**config.mk**
```make
export PLATFORM = sky130hd
export DESIGN_NAME = psram_arbiter
export DESIGN_NICKNAME = d
export VERILOG_FILES = /design/src/rtl/psram_arbiter.sv
export SDC_FILE = /design/constraint.sdc
export NUM_CORES = 1
export LEC_CHECK = 0
export BUFFER_PORTS_ARGS = -buffer_cell sky130_fd_sc_hd__buf_2
export CAP_MARGIN = 20
export CORE_MARGIN = 2
export CORE_UTILIZATION = 27
export CTS_BUF_LIST = sky130_fd_sc_hd__clkbuf_16
export DETAILED_ROUTE_END_ITERATION = 6
export GPL_ROUTABILITY_DRIVEN = 0
export PLACE_DENSITY = 0.61
export SYNTH_ARGS = -nofsm -noshare
export SYNTH_HDL_FRONTEND = slang
export SYNTH_SLANG_ARGS = --single-unit
```
**constraint.sdc**
```tcl
create_clock -name clk -period 2.58 [get_ports clk]
set_input_delay 0.387 -clock clk [delete_from_list [all_inputs] [get_ports clk]]
set_output_delay 0.387 -clock clk [all_outputs]
set_load 0.1 [all_outputs]
```
**src/rtl/psram_arbiter.sv**
```systemverilog
// psram_arbiter: round-robin arbiter sharing one PSRAM controller among NUM_REQ requesters.
// Optional WAIT-state timeout is compiled in when PSRAM_ARB_TIMEOUT_EN is defined.
module psram_arbiter #(
    parameter int NUM_REQ = 3,
    parameter int TIMEOUT = 1024
) (
    input  logic                   clk,
    input  logic                   rst_n,
    input  logic [NUM_REQ-1:0]     req_valid,
    input  logic [NUM_REQ-1:0]     req_rd_wr,
    input  logic [NUM_REQ*24-1:0]  req_addr,
    input  logic [NUM_REQ*32-1:0]  req_wdata,
    input  logic [NUM_REQ*3-1:0]   req_size,
    output logic [NUM_REQ-1:0]     req_gnt,
    output logic [NUM_REQ-1:0]     rsp_valid,
    output logic [31:0]            rsp_rdata,
    output logic                   rsp_err,
    output logic                   busy,
    output logic [23:0]            mem_addr,
    output logic [31:0]            mem_wdata,
    output logic [2:0]             mem_size,
    output logic                   mem_rd_wr,
    output logic                   mem_start,
    input  logic [31:0]            mem_rdata,
    input  logic                   mem_done
);

    localparam int IDX_W = $clog2(NUM_REQ);
    localparam int unsigned NUM_REQ_U = NUM_REQ;

    if (NUM_REQ < 2 || NUM_REQ > 8 || TIMEOUT < 1) begin : g_param_check
        $error("psram_arbiter: NUM_REQ must be 2..8 and TIMEOUT at least 1");
    end

    typedef enum logic [1:0] {
        S_IDLE,
        S_ISSUE,
        S_WAIT,
        S_RESP
    } state_t;

    state_t               state_reg;
    logic [IDX_W-1:0]     rr_ptr_reg;
    logic [IDX_W-1:0]     owner_reg;
    logic [23:0]          addr_reg;
    logic [31:0]          wdata_reg;
    logic [2:0]           size_reg;
    logic                 rd_wr_reg;
    logic [NUM_REQ-1:0]   req_gnt_reg;
    logic [NUM_REQ-1:0]   rsp_valid_reg;
    logic [31:0]          rsp_rdata_reg;
    logic                 busy_reg;
    logic                 mem_start_reg;

    logic [23:0]          addr_arr  [NUM_REQ];
    logic [31:0]          wdata_arr [NUM_REQ];
    logic [2:0]           size_arr  [NUM_REQ];

    for (genvar gi = 0; gi < NUM_REQ; gi++) begin : g_unpack
        assign addr_arr[gi]  = req_addr[gi*24 +: 24];
        assign wdata_arr[gi] = req_wdata[gi*32 +: 32];
        assign size_arr[gi]  = req_size[gi*3 +: 3];
    end

    function automatic logic [IDX_W-1:0] wrap_add(input logic [IDX_W-1:0] base,
                                                   input int unsigned off);
        int unsigned s;
        s = int'(base) + off;
        if (s >= NUM_REQ_U) begin
            s = s - NUM_REQ_U;
        end
        return s[IDX_W-1:0];
    endfunction

    function automatic logic [NUM_REQ-1:0] onehot(input logic [IDX_W-1:0] idx);
        logic [NUM_REQ-1:0] v;
        v = '0;
        v[idx] = 1'b1;
        return v;
    endfunction

    logic                 sel_found;
    logic [IDX_W-1:0]     sel_idx;
    logic [IDX_W-1:0]     cand;

    // Scan from the farthest offset down so the nearest set bit at/after rr_ptr wins.
    always_comb begin
        sel_found = 1'b0;
        sel_idx   = '0;
        cand      = '0;
        for (int i = NUM_REQ - 1; i >= 0; i--) begin
            cand = wrap_add(rr_ptr_reg, i);
            if (req_valid[cand]) begin
                sel_found = 1'b1;
                sel_idx   = cand;
            end
        end
    end

    logic [IDX_W-1:0] owner_next_ptr;
    assign owner_next_ptr = (owner_reg == IDX_W'(NUM_REQ - 1)) ? '0 : owner_reg + 1'b1;

`ifdef PSRAM_ARB_TIMEOUT_EN
    localparam int CNT_W = $clog2(TIMEOUT + 1);
    logic [CNT_W-1:0] wait_cnt_reg;
    logic             rsp_err_reg;
    assign rsp_err = rsp_err_reg;
`else
    assign rsp_err = 1'b0;
`endif

    always_ff @(posedge clk or negedge rst_n) begin
        if (!rst_n) begin
            state_reg     <= S_IDLE;
            rr_ptr_reg    <= '0;
            owner_reg     <= '0;
            addr_reg      <= '0;
            wdata_reg     <= '0;
            size_reg      <= '0;
            rd_wr_reg     <= 1'b0;
            req_gnt_reg   <= '0;
            rsp_valid_reg <= '0;
            rsp_rdata_reg <= '0;
            busy_reg      <= 1'b0;
            mem_start_reg <= 1'b0;
`ifdef PSRAM_ARB_TIMEOUT_EN
            wait_cnt_reg  <= '0;
            rsp_err_reg   <= 1'b0;
`endif
        end else begin
            req_gnt_reg   <= '0;
            rsp_valid_reg <= '0;
            mem_start_reg <= 1'b0;
            case (state_reg)
                S_IDLE: begin
                    if (sel_found) begin
                        owner_reg     <= sel_idx;
                        addr_reg      <= addr_arr[sel_idx];
                        wdata_reg     <= wdata_arr[sel_idx];
                        size_reg      <= size_arr[sel_idx];
                        rd_wr_reg     <= req_rd_wr[sel_idx];
                        req_gnt_reg   <= onehot(sel_idx);
                        mem_start_reg <= 1'b1;
                        busy_reg      <= 1'b1;
                        state_reg     <= S_ISSUE;
                    end
                end
                S_ISSUE: begin
                    state_reg <= S_WAIT;
`ifdef PSRAM_ARB_TIMEOUT_EN
                    wait_cnt_reg <= '0;
`endif
                end
                S_WAIT: begin
                    if (mem_done) begin
                        rsp_rdata_reg <= rd_wr_reg ? mem_rdata : 32'h0;
                        rsp_valid_reg <= onehot(owner_reg);
                        state_reg     <= S_RESP;
`ifdef PSRAM_ARB_TIMEOUT_EN
                        rsp_err_reg   <= 1'b0;
                    end else if (wait_cnt_reg == CNT_W'(TIMEOUT - 1)) begin
                        rsp_rdata_reg <= 32'h0;
                        rsp_err_reg   <= 1'b1;
                        rsp_valid_reg <= onehot(owner_reg);
                        state_reg     <= S_RESP;
                    end else begin
                        wait_cnt_reg  <= wait_cnt_reg + 1'b1;
`endif
                    end
                end
                S_RESP: begin
                    rr_ptr_reg <= owner_next_ptr;
                    busy_reg   <= 1'b0;
                    state_reg  <= S_IDLE;
                end
                default: begin
                    busy_reg  <= 1'b0;
                    state_reg <= S_IDLE;
                end
            endcase
        end
    end

    assign req_gnt   = req_gnt_reg;
    assign rsp_valid = rsp_valid_reg;
    assign rsp_rdata = rsp_rdata_reg;
    assign busy      = busy_reg;
    assign mem_addr  = addr_reg;
    assign mem_wdata = wdata_reg;
    assign mem_size  = size_reg;
    assign mem_rd_wr = rd_wr_reg;
    assign mem_start = mem_start_reg;

endmodule

```
==> flow_metrics.env <==
export IMPL_cts_max_path_buffers=2
export IMPL_rows=54
export IMPL_grt_pass1_vias=6049
export IMPL_dp_hpwl_um=14500
export IMPL_fp_dieH_um=154
export IMPL_ys_async_sr_fraction_pct=100
export IMPL_htreeDepth=3
export IMPL_fin_hold_ws_ns=0.265
export IMPL_status="complete, no violations"
export IMPL_core_mm2=0.0219
export IMPL_hold_path_end="rsp_rdata[6]"
export IMPL_clkSinkCount=106
export IMPL_tightestPinTransition_ns=0.545
export IMPL_viasPerCell=4.78
export IMPL_drc=0
export IMPL_crit_required_ns=2.81
export IMPL_fin_nets=1158
export IMPL_clk_pin_slew_ns=0.08
export IMPL_report_final_hold_viol_count=0
export IMPL_grt_max_degree=68
export IMPL_drive_above_1_share_pct=46.3
export IMPL_finalMaxSlewViolations=0
export IMPL_setup_violations_final=0
export IMPL_initial_core_util_pct=27.7
export IMPL_ys_warn_count=0
export IMPL_skew_ns=0.0142
export IMPL_fin_crit_sh_pct=95.6
export IMPL_avgSynthCellArea_um2=9.58
export IMPL_synth_top_area_share_pct=43.8
export IMPL_die_w_um=154
export IMPL_synth_distinct_cells=40
export IMPL_worstSetupPathType="reg2reg"
export IMPL_overflow=0
export IMPL_path_delay_family="compound AO/OA/AOI/OAI gates"
export IMPL_final_cell_mix="buf_2, nand2_1, dfrtp_1, nor2b_1, nor2_1"
export IMPL_seq_area_mm2=0.00265
export IMPL_grt_use_total_pct=16.6
export IMPL_path_cells="inv_1, ha_2, buf_4, nor2b_1, o221ai_1, o221ai_4, buf_12, a221oi_1, o31ai_1"
export IMPL_fin_cells=1219
export IMPL_slowest_delay_ns=0.42
export IMPL_ys_seq_area_share_pct=43.8
export IMPL_clk_latency_ns=0.36
export IMPL_cp_end_kind="flip-flop"
export IMPL_nFillCells=2283
export IMPL_antenna_found_initial=1
export IMPL_cts_root_buf="clkbuf_16"
export IMPL_hp_start="mem_rdata[6]"
export IMPL_hold_path_class="in2reg"
export IMPL_multi_input_area_mm2=0.00310
export IMPL_relSlewSlack_pct=63.6
export IMPL_syn_inst=632
export IMPL_cp_start_kind="flip-flop"
export IMPL_netlist_top_cells_area="dfrtp_1, a221oi_2, nand2_1"
export IMPL_drtAntennaViolNets=0
export IMPL_grt_pass1_wl_um=31500
export IMPL_r2r_end="mem_wdata[29]"
export IMPL_r2r_cells=9
export IMPL_pin_count=319
export IMPL_antenna_cells=0
export IMPL_cts_made_buffers=9
export IMPL_syn_nets=856
export IMPL_wire_per_inst_um=16.2
export IMPL_io_buffer_count=317
export IMPL_synth_top_area_cell="dfrtp_1"
export IMPL_ys_ff_latch=106
export IMPL_die_area_mm2=0.0236
export IMPL_cp_max_fo=31
export IMPL_via_count=5832
export IMPL_tritoncts="built"
export IMPL_placedCellCount=1197
export IMPL_synthFlopType="dfrtp_1"
export IMPL_dr_first_iter_drc_count=270
export IMPL_drt_pre_antenna_iters=5
export IMPL_area_growth_synth_to_final_pct=39.0
export IMPL_cp_num_buf_inv=3
export IMPL_layout_commonest_cell="buf_2"
export IMPL_synth_edf_count=0
export IMPL_fmax_mhz=405
export IMPL_cpMaxStageDelayCell="a221oi_1"
export IMPL_r2r_start="rr_ptr_reg[1]"
export IMPL_post_route_min_period_ns=2.47
export IMPL_wl_um=19800
export IMPL_syn_cell_area_mm2=0.00605
export IMPL_arrival_ns=2.70
export IMPL_rrSetupSlack_ns=0.11
export IMPL_maxCapViolCount=0
export IMPL_whs_path_depth=3
## logic make-up after synthesis
kind of cell | share of synthesized area, %
compound gates | 27.7
buf+inv | 6.18
other cells | 0.0619
simple gates | 20.3
fa+ha+maj | 1.24
flops | 43.8
mux | 0.703
## final cells by class
cell class / instances / area share (%)
flip-flops and latches: 106 / 31.5
multi-input cells: 456 / 36.8
well taps: 280 / 4.16
clock buffers: 9 / 2.68
repair buffers: 352 / 23.6
inverters: 9 / 0.401
clock inverters: 7 / 0.847
## timing repair
item                                    CTS  global route
pin swaps                                 0             0
endpoints found under the setup margin    6            37
gates cloned                              0             0
gates resized for setup                   0             6
endpoints found under the hold margin    11             0
buffers inserted                          5             0
hold buffers                              1             0
## tightest hold or removal path, delay by kind of cell
kind | cells | cell delay [ns]
buffers and inverters | 1 | 0.09
AND/OR/NAND/NOR | 1 | 0.05
AO/OA/AOI/OAI | 1 | 0.06
## layer usage
| layer | routed length, um | global-route usage (%) |
|---|---|---|
| met4 | 505 | 5.72 |
| met3 | 1370 | 4.62 |
| met5 | 13 | 0 |
| met2 | 9400 | 27.9 |
| met1 | 8490 | 20.5 |
## through the flow
step	setup WS, ns	cell area, um2	setup TNS (ns)	util, %
final	0.113	8420	0	38.4
after floorplan	0.357	6050	0	-
after global routing	-0.0104	8420	-0.0115	38.4
after CTS	0.0569	8380	0	38.3
after detailed placement	-0.0593	8040	-0.0650	36.7
after global placement	0.0789	8040	0	36.7
## cells in the mapped netlist (3+ instances only)
master	instances
nor2b_1	66
buf_6	8
o31ai_1	60
buf_4	8
a221oi_1	3
a221oi_2	58
nand2_1	127
o21ai_1	4
buf_2	17
nand2b_1	3
ha_1	6
o21ai_0	34
nor2_1	63
dfrtp_1	106
clkbuf_1	28
nor3b_1	3
inv_1	8
## worst max path at each step
| stage | from | endpoint | slack [ns] | cells past startpoint |
|---|---|---|---|---|
| 2_1_floorplan | rr_ptr_reg[0] | mem_addr[10] | 0.36 | 10 |
| 3_3_place_gp | rr_ptr_reg[0] | mem_wdata[30] | 0.08 | 9 |
| 3_5_place_dp | rr_ptr_reg[0] | mem_wdata[30] | -0.06 | 9 |
| 4_1_cts | rr_ptr_reg[0] | mem_wdata[14] | 0.06 | 9 |
| 5_1_grt | rr_ptr_reg[1] | mem_wdata[14] | -0.01 | 9 |
| 6_report | rr_ptr_reg[1] | mem_wdata[29] | 0.11 | 9 |
Power is not shown: default switching activity piles up to over one toggle a cycle in this logic, so the estimate is an artifact.
